<file path="src/rtl/axis_pattern_gen.sv">
// AXI-Stream master sourcing a deterministic, framed data pattern (increment,
// decrement or constant) over REPEAT frames of LENGTH beats, with a run beat counter.
module axis_pattern_gen #(
  parameter int unsigned D_W          = 8,
  parameter int unsigned SEED         = 0,
  parameter int unsigned LENGTH       = 32,
  parameter int unsigned REPEAT       = 1,
  parameter int unsigned MODE         = 0,
  parameter int unsigned STRIDE       = 1,
  parameter int unsigned FRAME_RELOAD = 1
) (
  input  logic           clk,
  input  logic           rst_n,
  input  logic           start,
  output logic           m_axis_valid,
  output logic [D_W-1:0] m_axis_data,
  output logic           m_axis_last,
  input  logic           m_axis_ready,
  output logic           busy,
  output logic           done,
  output logic [31:0]    beat_cnt
);

  localparam int unsigned BEAT_W  = (LENGTH > 1) ? $clog2(LENGTH) : 1;
  localparam int unsigned FRAME_W = (REPEAT > 1) ? $clog2(REPEAT) : 1;
  localparam logic [D_W-1:0]     SEED_V     = D_W'(SEED);
  localparam logic [D_W-1:0]     STRIDE_V   = D_W'(STRIDE);
  localparam logic [BEAT_W-1:0]  BEAT_LAST  = BEAT_W'(LENGTH - 1);
  localparam logic [FRAME_W-1:0] FRAME_LAST = FRAME_W'(REPEAT - 1);
  localparam logic               LAST_INIT  = (LENGTH == 1);

  typedef enum logic [1:0] {IDLE, STREAM, DONE} state_t;

  state_t               state, state_d;
  logic [BEAT_W-1:0]    beat, beat_d;
  logic [FRAME_W-1:0]   frame, frame_d;
  logic                 valid_d, last_d, busy_d, done_d;
  logic [D_W-1:0]       data_d;
  logic [31:0]          cnt_d;

  // Pattern step; wraps modulo 2^D_W.
  function automatic logic [D_W-1:0] step(input logic [D_W-1:0] d);
    case (MODE)
      0:       step = d + STRIDE_V;
      1:       step = d - STRIDE_V;
      default: step = d;
    endcase
  endfunction

  always_ff @(posedge clk or negedge rst_n) begin
    if (!rst_n) begin
      state        <= IDLE;
      beat         <= '0;
      frame        <= '0;
      m_axis_valid <= 1'b0;
      m_axis_data  <= '0;
      m_axis_last  <= 1'b0;
      busy         <= 1'b0;
      done         <= 1'b0;
      beat_cnt     <= '0;
    end else begin
      state        <= state_d;
      beat         <= beat_d;
      frame        <= frame_d;
      m_axis_valid <= valid_d;
      m_axis_data  <= data_d;
      m_axis_last  <= last_d;
      busy         <= busy_d;
      done         <= done_d;
      beat_cnt     <= cnt_d;
    end
  end

  // Next-state and next-output logic; every output is registered above.
  always_comb begin
    state_d = state;
    beat_d  = beat;
    frame_d = frame;
    valid_d = m_axis_valid;
    data_d  = m_axis_data;
    last_d  = m_axis_last;
    busy_d  = busy;
    done_d  = 1'b0;
    cnt_d   = beat_cnt;
    case (state)
      IDLE: begin
        valid_d = 1'b0;
        busy_d  = 1'b0;
        last_d  = 1'b0;
        if (start) begin
          state_d = STREAM;
          data_d  = SEED_V;
          beat_d  = '0;
          frame_d = '0;
          cnt_d   = '0;
          last_d  = LAST_INIT;
          busy_d  = 1'b1;
          valid_d = 1'b1;
        end
      end
      STREAM: begin
        valid_d = 1'b1;
        if (m_axis_valid && m_axis_ready) begin
          cnt_d = beat_cnt + 32'd1;
          if (beat != BEAT_LAST) begin
            beat_d = beat + BEAT_W'(1);
            data_d = step(m_axis_data);
            last_d = (BEAT_W'(beat + BEAT_W'(1)) == BEAT_LAST);
          end else if (frame != FRAME_LAST) begin
            frame_d = frame + FRAME_W'(1);
            beat_d  = '0;
            data_d  = (FRAME_RELOAD != 0) ? SEED_V : step(m_axis_data);
            last_d  = LAST_INIT;
          end else begin
            state_d = DONE;
            valid_d = 1'b0;
            last_d  = 1'b0;
            busy_d  = 1'b0;
            done_d  = 1'b1;
          end
        end
      end
      DONE: begin
        state_d = IDLE;
      end
      default: state_d = IDLE;
    endcase
  end

endmodule
</file>
<file path="config.mk">
export PLATFORM = sky130hd
export DESIGN_NAME = axis_pattern_gen
export DESIGN_NICKNAME = d
export VERILOG_FILES = /design/src/rtl/axis_pattern_gen.sv
export SDC_FILE = /design/constraint.sdc
export NUM_CORES = 1
export LEC_CHECK = 0
export ABC_AREA = 1
export CAP_MARGIN = 15
export CORE_UTILIZATION = 40
export DETAILED_ROUTE_END_ITERATION = 8
export REMOVE_ABC_BUFFERS = 1
export SLEW_MARGIN = 30
export SYNTH_ARGS = -nofsm -noshare
export SYNTH_HDL_FRONTEND = slang
export SYNTH_SLANG_ARGS = --single-unit
</file>
<file path="constraint.sdc">
create_clock -name clk -period 1.8 [get_ports clk]
set_input_delay 0.54 -clock clk [delete_from_list [all_inputs] [get_ports clk]]
set_output_delay 0.54 -clock clk [all_outputs]
set_load 0.02 [all_outputs]
</file>
==> results by group <==
Run status
  – Outcome: finished, final reports clean

Critical path
  – Family with the most delay on the worst path: buffers and inverters
  – FF-to-FF path depth: 10
  – Max FO, Critical Path: 8
  – Worst setup SP type: primary input
  – Reg2Reg Capture Point: m_axis_data[4]$_DFFE_PN0P_
  – Bufs and invs on worst path: 4
  – R2r startpoint: beat[1]$_DFFE_PN0P_
  – Worst path max stage delay: 0.46 ns
  – Critical Path AT: 1.96 ns
  – WP data required: 2.05 ns
  – Most used cell, CP: nand2_1
  – Worst path cell trace: clkdlybuf4s50_1 > nand2_1 > inv_1 > nand2_2 > nand2_4 > buf_4 > clkbuf_16 > nand4_1 > nand2_1 > nand2_1 > nor2_1
  – Reg-to-reg slack, setup: 0.10 ns
  – Worst setup EP type: register
  – Critical path class: in2reg
  – Critical path's slowest cell: clkdlybuf4s50_1

Die
  – Io pins: 48
  – Initial Util: 0.4240
  – Core area: 6944 um2
  – Die Area: 7707 um2
  – Die width: 87.79 um
  – Die Y: 87.79 um
  – Cell Rows: 30

Yosys
  – Flip-flop and latch count after synthesis: 51
  – Mapped Avg Cell Area: 7.146 um2
  – Yosys Warn Count: 0
  – Synthesized cell area: 2944 um2
  – Seq/Total Area, Yosys: 0.4335
  – Syn Inst Count: 412
  – Cell variety after synth: 29

Pwr
  – Sw Ratio: 0.3554
  – Comb power frac: 0.323
  – Pwr per Cell Area: 914.3 nW/um2
  – Internal: 2.243 mW
  – Leakage: 1.973 nW
  – Sw Pwr: 1.237 mW
  – Clock power frac: 0.240
  – Share of power burned in registers: 0.437
  – Maximum vdd ir drop: 0.6542 mV

Clock network
  – CTS root buf: clkbuf_8
  – Clk slew on worst S/H paths: 0.10 ns
  – CTS Buffer Depth: 2
  – TritonCTS clock tree: done
  – H-tree Lvls: 2
  – Clock sink count: 51
  – Cts bufs inserted: 5
  – Cts hold-fix bufs: 0
  – Clock latency on the worst-skew pair: 0.31 ns

Place
  – Pre-CTS worst setup slack: -0.2061 ns
  – Routability cong.: 0.8382
  – Hpwl dp: 5284 um
  – I/O Buffers: 47

Routing
  – DR pass1 iterations: 4
  – Routed Antenna Nets: 0
  – Routed vias: 2742
  – WL final: 7078 um
  – Vias/cell: 4.711
  – Routed length per instance: 12.16 um
  – DR iter-0 viols: 112
  – DRC Markers: 0

Finish
  – Final Util: 0.5481
  – Antenna cell count: 0
  – NumNets Final: 494
  – Share of cells above drive strength 1: 0.1317
  – Area delta synth->final: 29.28%

GRT
  – Gr usage total: 0.1960
  – Largest net degree at the start of global routing: 52
  – Vias in the first global route: 2544
  – Grt ovf: 0
  – Global-route wire length before repair: 11720 um
  – Initial antenna violation count: 0

Timing
  – RSZ-0062 raised after global routing: true
  – Rel. slew slack: 0.7386
  – Setup slack after layout: 0.09396 ns
  – Clk_skew: 0.008365 ns
  – Final setup viols: 0
  – Final hold viol count: 0
  – Min cycle time layout: 1.706 ns
  – Final period utilization: 0.9478
  – Slew @ Worst Pin: 0.3920 ns
  – Max-slew violation count: 0
  – Maximum clock frequency: 586.2 MHz

Hold path
  – Worst Hold Class: in2async

Flow run
  – Max cap viols: 0
## power by group through the flow
stage	Clock (mW)	Combinational [mW]	Sequential (mW)
detailed placement	0	1.19	1.54
global route	0.916	1.26	1.56
floorplan	0	0.415	1.72
CTS	0.863	1.09	1.52
global placement	0	1.17	1.55
finish	0.836	1.12	1.52
## cell families after synthesis
logic type	count (synthesis)	synth area share
simple gates	242	0.3566
compound gates	45	0.08203
xor+xnor	4	0.01190
flops	51	0.4335
fa+ha+maj	5	0.02125
buf+inv	65	0.09477
## layout make-up
class                   count  area [um2]
inverters                  58       220.2
fillers                   733        3138
multi-input cells         296        1413
clock inverters             3       47.55
flip-flops and latches     51        1277
clock buffers               5       68.82
repair buffers             73       659.4
well taps                  96       120.1
## how the worst max path moves through the flow
stage / start / to / cells past startpoint
2_1_floorplan: start / m_axis_data[6]$_DFFE_PN0P_ / 7
3_3_place_gp: m_axis_ready / beat_cnt[25]$_DFFE_PN0P_ / 12
3_5_place_dp: m_axis_ready / beat_cnt[25]$_DFFE_PN0P_ / 12
4_1_cts: done$_DFF_PN0_ / done / 1
5_1_grt: beat[0]$_DFFE_PN0P_ / m_axis_data[4]$_DFFE_PN0P_ / 10
6_report: m_axis_ready / beat_cnt[23]$_DFFE_PN0P_ / 11
## stage by stage
stage               hold WS, ns  instances  setup TNS, ns  power, mW  instance area (um2)
floorplan                0.2444        405        -0.5285      2.137                 2885
global placement         0.4563        569         -4.241      2.717                 3654
detailed placement       0.4694        569         -5.556      2.731                 3654
CTS                      0.2189        577              0      3.471                 3724
global route             0.2212        582       -0.04281      3.731                 3806
finish                   0.2053        582              0      3.480                 3806
## per-layer routing
layer,vias up,track usage,part of all wire
li1,1427,-,-
met1,1258,0.2530,0.47
met2,49,0.3340,0.48
met3,8,0.03299,0.037
met4,0,0.06408,0.014
met5,-,0,0
## state kept, by name (all words and copies together), names as in the netlist
signal and count:
busy 1, m_axis_last 1, m_axis_valid 1, m_axis_data 8, done 1, beat 5, beat_cnt 32, state 2
## synth_stat cells
| library cell | count | share of area |
|---|---|---|
| o21ai_2 | 1 | 0.0030 |
| nor2_4 | 5 | 0.019 |
| dfrtp_1 | 51 | 0.43 |
| inv_2 | 1 | 0.0013 |
| nor2_2 | 2 | 0.0042 |
| xor2_1 | 3 | 0.0089 |
| nand3_1 | 18 | 0.031 |
| nand4_1 | 3 | 0.0064 |
| o21ai_1 | 4 | 0.0068 |
| o22ai_1 | 1 | 0.0021 |
| nand3_2 | 2 | 0.0068 |
| nand3b_1 | 5 | 0.013 |
| nor3_1 | 8 | 0.014 |
| inv_1 | 56 | 0.071 |
| buf_6 | 1 | 0.0038 |
| ha_1 | 5 | 0.021 |
| nor4_1 | 1 | 0.0021 |
| nor2_1 | 80 | 0.10 |
| inv_4 | 1 | 0.0021 |
| nand2_4 | 1 | 0.0038 |
| nand2_2 | 7 | 0.015 |
| o21ai_0 | 18 | 0.031 |
| xnor2_1 | 1 | 0.0030 |
| a22o_1 | 3 | 0.0089 |
| buf_2 | 4 | 0.0068 |
| buf_4 | 1 | 0.0026 |
| nand2_1 | 110 | 0.14 |
| a21oi_1 | 18 | 0.031 |
| buf_12 | 1 | 0.0068 |
## placed cells by master, fill, tap and decap left out, types with 17 or more instances in the layout
cell / n
dfrtp_1: 50
buf_4: 21
o21ai_0: 17
inv_1: 54
nor2_1: 78
dlygate4sd2_1: 43
nand3_1: 18
nand2_1: 109
a21oi_1: 17
## what timing repair did
| item | in CTS | in global routing |
|---|---|---|
| setup buffers | 0 | 4 |
| pin swaps | 0 | 9 |
| cloned | 0 | 1 |
| endpoints found under the setup margin | 46 | 17 |
| gates resized for setup | 44 | 13 |
No activity file was read; power rests on OpenSTA's default activity.
